$ cat src/rtl/sum_bcd_display_if.sv
// Load/result bus between the adder datapath and the BCD display stage.
// The master drives a binary sum plus load strobe; the slave returns busy and the committed BCD value.
interface sum_bcd_display_if #(
  parameter int DATA_W = 9
);
  logic              load_i;
  logic [DATA_W-1:0] data_i;
  logic              busy_o;
  logic [15:0]       bcd_o;

  modport master (output load_i, data_i, input busy_o, bcd_o);
  modport slave  (input load_i, data_i, output busy_o, bcd_o);
endinterface

$ cat src/rtl/sum_bcd_display.sv
// Captures a binary sum, converts it to 4-digit BCD with a sequential double-dabble engine, and
// scans it onto a common-anode 7-segment panel. Define SUM_DISP_LEADING_ZERO_BLANK_EN to blank leading zeros.
module sum_bcd_display #(
  parameter int DATA_W      = 9,
  parameter int REFRESH_DIV = 100000
) (
  input  logic                clk,
  input  logic                rst_n,
  sum_bcd_display_if.slave    bus,
  output logic [3:0]          an_o,
  output logic [6:0]          seg_o,
  output logic                dp_o
);

  localparam int CNT_W = (REFRESH_DIV > 1) ? $clog2(REFRESH_DIV) : 1;

  typedef enum logic {IDLE, CONV} state_t;

  state_t            state, state_next;
  logic [DATA_W-1:0] shift_q, shift_next;
  logic [15:0]       scratch_q, scratch_next, adjusted;
  logic [3:0]        iter_q, iter_next;
  logic [15:0]       bcd_q, bcd_next;

  // Active-low gfedcba; codes above 9 never occur and stay dark.
  function automatic logic [6:0] decode(input logic [3:0] digit);
    case (digit)
      4'd0:    decode = 7'b1000000;
      4'd1:    decode = 7'b1111001;
      4'd2:    decode = 7'b0100100;
      4'd3:    decode = 7'b0110000;
      4'd4:    decode = 7'b0011001;
      4'd5:    decode = 7'b0010010;
      4'd6:    decode = 7'b0000010;
      4'd7:    decode = 7'b1111000;
      4'd8:    decode = 7'b0000000;
      4'd9:    decode = 7'b0010000;
      default: decode = 7'b1111111;
    endcase
  endfunction

  // NOTE: every signal gets its default before the case, so no path leaves one unassigned (no latches).
  always_comb begin
    state_next   = state;
    shift_next   = shift_q;
    scratch_next = scratch_q;
    iter_next    = iter_q;
    bcd_next     = bcd_q;
    adjusted     = scratch_q;
    for (int i = 0; i < 4; i++) begin
      if (scratch_q[4*i +: 4] >= 4'd5)
        adjusted[4*i +: 4] = scratch_q[4*i +: 4] + 4'd3;
    end
    case (state)
      IDLE: begin
        if (bus.load_i) begin
          shift_next   = bus.data_i;
          scratch_next = '0;
          iter_next    = 4'(DATA_W);
          state_next   = CONV;
        end
      end
      CONV: begin
        {scratch_next, shift_next} = {adjusted, shift_q} << 1;
        iter_next                  = iter_q - 4'd1;
        // The last iteration commits straight to the display register, so bcd_o never shows a partial value.
        if (iter_q == 4'd1) begin
          bcd_next   = scratch_next;
          state_next = IDLE;
        end
      end
      default: state_next = IDLE;
    endcase
  end

  // NOTE: sequential state uses non-blocking assignments so every register samples pre-edge values.
  always_ff @(posedge clk or negedge rst_n) begin
    if (!rst_n) begin
      state     <= IDLE;
      shift_q   <= '0;
      scratch_q <= '0;
      iter_q    <= '0;
      bcd_q     <= '0;
    end else begin
      state     <= state_next;
      shift_q   <= shift_next;
      scratch_q <= scratch_next;
      iter_q    <= iter_next;
      bcd_q     <= bcd_next;
    end
  end

  assign bus.busy_o = (state == CONV);
  assign bus.bcd_o  = bcd_q;
  assign dp_o       = 1'b1;

  logic [CNT_W-1:0] refresh_q;
  logic [1:0]       digit_q;
  logic [3:0]       nibble;
  logic             blank;
  logic [3:0]       an_q;
  logic [6:0]       seg_q;

  always_comb begin
    nibble = bcd_q[{digit_q, 2'b00} +: 4];
    blank  = 1'b0;
`ifdef SUM_DISP_LEADING_ZERO_BLANK_EN
    // A digit is dark when it and everything above it are zero; the ones digit always shows.
    blank  = (digit_q != 2'd0) && ((bcd_q >> {digit_q, 2'b00}) == 16'h0000);
`endif
  end

  always_ff @(posedge clk or negedge rst_n) begin
    if (!rst_n) begin
      refresh_q <= '0;
      digit_q   <= '0;
      an_q      <= 4'b1111;
      seg_q     <= 7'h7F;
    end else begin
      if (refresh_q == CNT_W'(REFRESH_DIV - 1)) begin
        refresh_q <= '0;
        digit_q   <= digit_q + 2'd1;
      end else begin
        refresh_q <= refresh_q + CNT_W'(1);
      end
      an_q  <= blank ? 4'b1111 : ~(4'b0001 << digit_q);
      seg_q <= blank ? 7'h7F : decode(nibble);
    end
  end

  assign an_o  = an_q;
  assign seg_o = seg_q;

endmodule

$ cat src/flat_wrapper.sv
// flat-port wrapper written by rule: the top's interface ports become plain ports
module sum_bcd_display_flat 
#(
  parameter int DATA_W      = 9,
  parameter int REFRESH_DIV = 100000
)
  (clk, rst_n, an_o, seg_o, dp_o, bus_load_i, bus_data_i, bus_busy_o, bus_bcd_o);
  sum_bcd_display_if #(.DATA_W(DATA_W)) bus_i ();
  input  logic clk;
  input  logic rst_n;
  output logic [3:0] an_o;
  output logic [6:0] seg_o;
  output logic dp_o;
  input wire logic [$bits(bus_i.load_i)-1:0] bus_load_i;
  input wire logic [$bits(bus_i.data_i)-1:0] bus_data_i;
  output wire logic [$bits(bus_i.busy_o)-1:0] bus_busy_o;
  output wire logic [$bits(bus_i.bcd_o)-1:0] bus_bcd_o;
  assign bus_i.load_i = bus_load_i;
  assign bus_i.data_i = bus_data_i;
  assign bus_busy_o = bus_i.busy_o;
  assign bus_bcd_o = bus_i.bcd_o;
  sum_bcd_display #(.DATA_W(DATA_W), .REFRESH_DIV(REFRESH_DIV)) u_core (.clk(clk), .rst_n(rst_n), .bus(bus_i), .an_o(an_o), .seg_o(seg_o), .dp_o(dp_o));
endmodule
$ cat config.mk
export PLATFORM = sky130hd
export DESIGN_NAME = sum_bcd_display_flat
export DESIGN_NICKNAME = d
export VERILOG_FILES = /design/src/rtl/sum_bcd_display_if.sv /design/src/rtl/sum_bcd_display.sv /design/src/flat_wrapper.sv
export SDC_FILE = /design/constraint.sdc
export NUM_CORES = 1
export LEC_CHECK = 0
export ABC_AREA = 1
export ABC_CLOCK_PERIOD_IN_PS = 1460
export BUFFER_PORTS_ARGS = -buffer_cell sky130_fd_sc_hd__buf_2
export CORE_MARGIN = 2
export CORE_UTILIZATION = 35
export DETAILED_ROUTE_END_ITERATION = 8
export SYNTH_ARGS = -nofsm -noshare
export SYNTH_HDL_FRONTEND = slang
export SYNTH_SLANG_ARGS = --single-unit
export TNS_END_PERCENT = 1
$ cat constraint.sdc
create_clock -name clk -period 1.46 [get_ports clk]
set_input_delay 0.073 -clock clk [delete_from_list [all_inputs] [get_ports clk]]
set_output_delay 0.073 -clock clk [all_outputs]
set_load 0.05 [all_outputs]
==> metrics <==
worst clock skew between 0.008 and 0.009 ns; Final setup viols 0; status finished, final reports clean; number of diodes 0; Seq/Total Area, Yosys approximately 49%; Via density ~4.7; Port Buffer Count 39; path depth of the worst reg2reg path 10; routability cong. between 0.8 and 0.9; clock buffer depth 2; Total Routed Length 9020 microns; R2R Path Start u_core.digit_q[0]; Hold Crit Start bus_load_i; Worst EP required 1.75 ns; Final min period approximately 1.4 ns; Startpoint Class flip-flop; Hold Crit Class in -> reg; Critical Path AT between 1.5 and 2 ns; # IOs about 40; vias in the first global route around 3300; Die Wd 110 microns; H-tree depth 3; clock sinks 76; starting density of the core 36.0%; antenna violations before repair 0; FFs w/ async S/R, synth 100%; Netlist Area Pre-Place between 3000 and 4000 sq um; CP max-delay cell dfrtp_1; Mapped Cells ~480; final worst-path cycle share 98.9%; Die Y around 110 microns; Area growth syn-to-layout 26.6%; hold path cells 3; drt first pass iters 4; Yosys warning count 0; Syn Nets between 500 and 600; number of synthesized flops with an enable pin 0; Final nets just under 600; Max FO, Critical Path 6; root buf cell clkbuf_8; Critical Path Sink Type flip-flop; max_cap viols 0; Final Instance Area a little under 5000 sq um; RSZ-0062 raised after global routing true; die area 12100 sq um; antenna viol nets, final 0; Main synth FF type dfrtp_1; global-route wire length before repair approximately 15000 microns; Synth area leaders dfrtp_1 (41%), nand2_1 (13%), dfstp_2 (7.4%), ha_1 (6.4%), nand3_1 (5.9%); CP peak stage delay around 0.43 ns; flops & latches, synth 76; post-DP HPWL 6480 microns; routed len/inst 13.0 microns; Iter 0 DRT Violations ~100; clk_lat worst skew about 0.35 ns; reg-to-reg endpoint u_core.seg_o[3]; CTS tree yes; CP Cell Sequence inv_2 -> nand2_1 -> nand2_1 -> nand2_2 -> nand2_4 -> inv_6 -> ha_4 -> nand3_4 -> nand3_2 -> nand2_2; crit path kind reg -> reg; Fin. Hold Viols 0; detailed-route via count 3278; Yosys top cell by area dfrtp_1; Pleak 2.47 nW; Synth cell types 34; DRC viols 0; grt ovf 0; setup TNS 0 ns; total CTS buffers 9; Synth Area per Inst 8.25 sq um; PD cells a little over 2000 nW/um^2; Clk pin slew, worst setup/hold paths 0.08 ns; Worst IR Drop VDD ~1.0 mV; Total Routing Usage GR 15.7%; Slew Viols, Final 0; Yosys top cell area share approximately two fifths; Fmax a little under 0.7 GHz; layout cells sized above 1 around 28%; worst hold endpoint u_core.shift_q[0]; post-layout util a little under half; std cell rows 38; core area around 11000 sq um; total power slightly above 10 mW; reg2reg setup slack 0.02 ns; placed cell areas 4380 sq um; pin count of the biggest net entering global routing 30
==> what timing repair did <==
action                     in CTS  in global routing
resized for setup               3                 54
pin swaps                       2                 24
setup endpoints to repair       4                 34
cloned                          0                  0
buffers inserted                1                  7
hold endpoints to repair       75                  0
hold buffers                   10                  0
==> power breakdown <==
part           total, mW  internal (mW)  switching, mW  leakage (nW)
clock network       1.84           1.05          0.783         0.110
registers           3.40           2.88          0.518         0.930
logic               4.90           1.59           3.31          1.43
==> worst max-delay path: cells and delay by family (launching register included) <==
family	cells	cell delay, ns
simple gates	7	0.52
flops	1	0.43
fa+ha+maj	1	0.27
buf+inv	2	0.16
==> per-stage QoR <==
| step | instances | hold slack, ns | worst slack, ns |
|---|---|---|---|
| final | 695 | 0.0439 | 0.0164 |
| after global routing | 695 | 0.0472 | -0.0665 |
| after CTS | 688 | 0.0346 | 0.00157 |
| after detailed placement | 661 | -0.00260 | -0.0351 |
| after global placement | 661 | -0.00806 | 0.0178 |
| after floorplan | 475 | -0.223 | -0.0256 |
==> final cells by class <==
class | count | area, sq um
Clock buffer | 12 | 155
Clock inverter | 4 | 71.3
Fill cell | 1061 | 5930
Inverter | 64 | 248
Multi-Input combinational cell | 322 | 1860
Sequential cell | 76 | 1920
Tap cell | 140 | 175
Timing Repair Buffer | 77 | 536
==> cell families (layout without fill, tap and decap cells) <==
group | after synthesis | in the layout | share of synthesized area [%]
XOR/XNOR | 9 | 9 | 2.01
flip-flops | 76 | 76 | 48.9
other | 1 | 1 | 0.0957
adder cells (fa/ha/maj) | 20 | 20 | 6.38
AND/OR/NAND/NOR | 244 | 244 | 27.0
buffers and inverters | 77 | 157 | 8.17
AO/OA/AOI/OAI | 48 | 48 | 7.44
==> cells in the final DEF (no fill, tap or decap), types with 2 or more instances in the layout <==
| cell type | count |
|---|---|
| buf_4 | 24 |
| dlygate4sd3_1 | 10 |
| inv_1 | 49 |
| inv_2 | 13 |
| dfstp_2 | 11 |
| bufinv_16 | 2 |
| nand2_2 | 15 |
| dfrtp_1 | 60 |
| nand3_2 | 6 |
| nand2_1 | 120 |
| nand3_1 | 40 |
| o21ai_1 | 9 |
| o221ai_1 | 4 |
| dfrtp_2 | 5 |
| ha_2 | 2 |
| ha_4 | 4 |
| nand3b_1 | 2 |
| nand2_4 | 4 |
| nor2_2 | 3 |
| nor2_4 | 2 |
| o21ai_0 | 19 |
| nand4_1 | 7 |
| clkbuf_8 | 11 |
| ha_1 | 14 |
| nor2_1 | 40 |
| buf_2 | 38 |
| o22ai_1 | 9 |
| xor2_1 | 9 |
| nand3_4 | 2 |
| buf_6 | 4 |
==> layer usage <==
layer / wire [microns] / global-route usage, % / share of wire, %
met5: 0 / 0 / 0
met4: 80 / 2.71 / 0.89
met3: 352 / 4.09 / 3.9
met2: 4400 / 27.2 / 49
met1: 4190 / 19.9 / 46
==> worst max path at each step <==
stage                 endpoint                start  cells after the start
6_report       u_core.seg_o[3]    u_core.digit_q[0]                     10
5_1_grt        u_core.seg_o[3]    u_core.digit_q[0]                     10
4_1_cts        u_core.seg_o[3]    u_core.digit_q[0]                     10
3_5_place_dp   u_core.seg_o[5]    u_core.digit_q[0]                      9
3_3_place_gp   u_core.seg_o[3]    u_core.digit_q[0]                     10
2_1_floorplan  u_core.seg_o[5]  u_core.bus.bcd_o[4]                      8
==> synth_stat cells, types with 2 or more instances <==
master      n
nand2_1   135
dfrtp_1    65
inv_1      59
nand3_1    46
nor2_1     42
ha_1       20
o21ai_0    20
dfstp_2    11
o22ai_1     9
xor2_1      9
o21ai_1     8
buf_2       7
nand4_1     7
inv_2       5
buf_4       4
nand2_2     4
o221ai_1    4
nand3_2     2
nand3b_1    2
nor2_4      2
==> registers in the layout, summed over array words and instances, names as in the netlist <==
| signal | count |
|---|---|
| u_core.an_o | 4 |
| u_core.bus.bcd_o | 16 |
| u_core.bus.busy_o | 1 |
| u_core.digit_q | 2 |
| u_core.iter_q | 4 |
| u_core.refresh_q | 17 |
| u_core.scratch_q | 16 |
| u_core.seg_o | 7 |
| u_core.shift_q | 9 |
(Power assumes the default switching activity.)
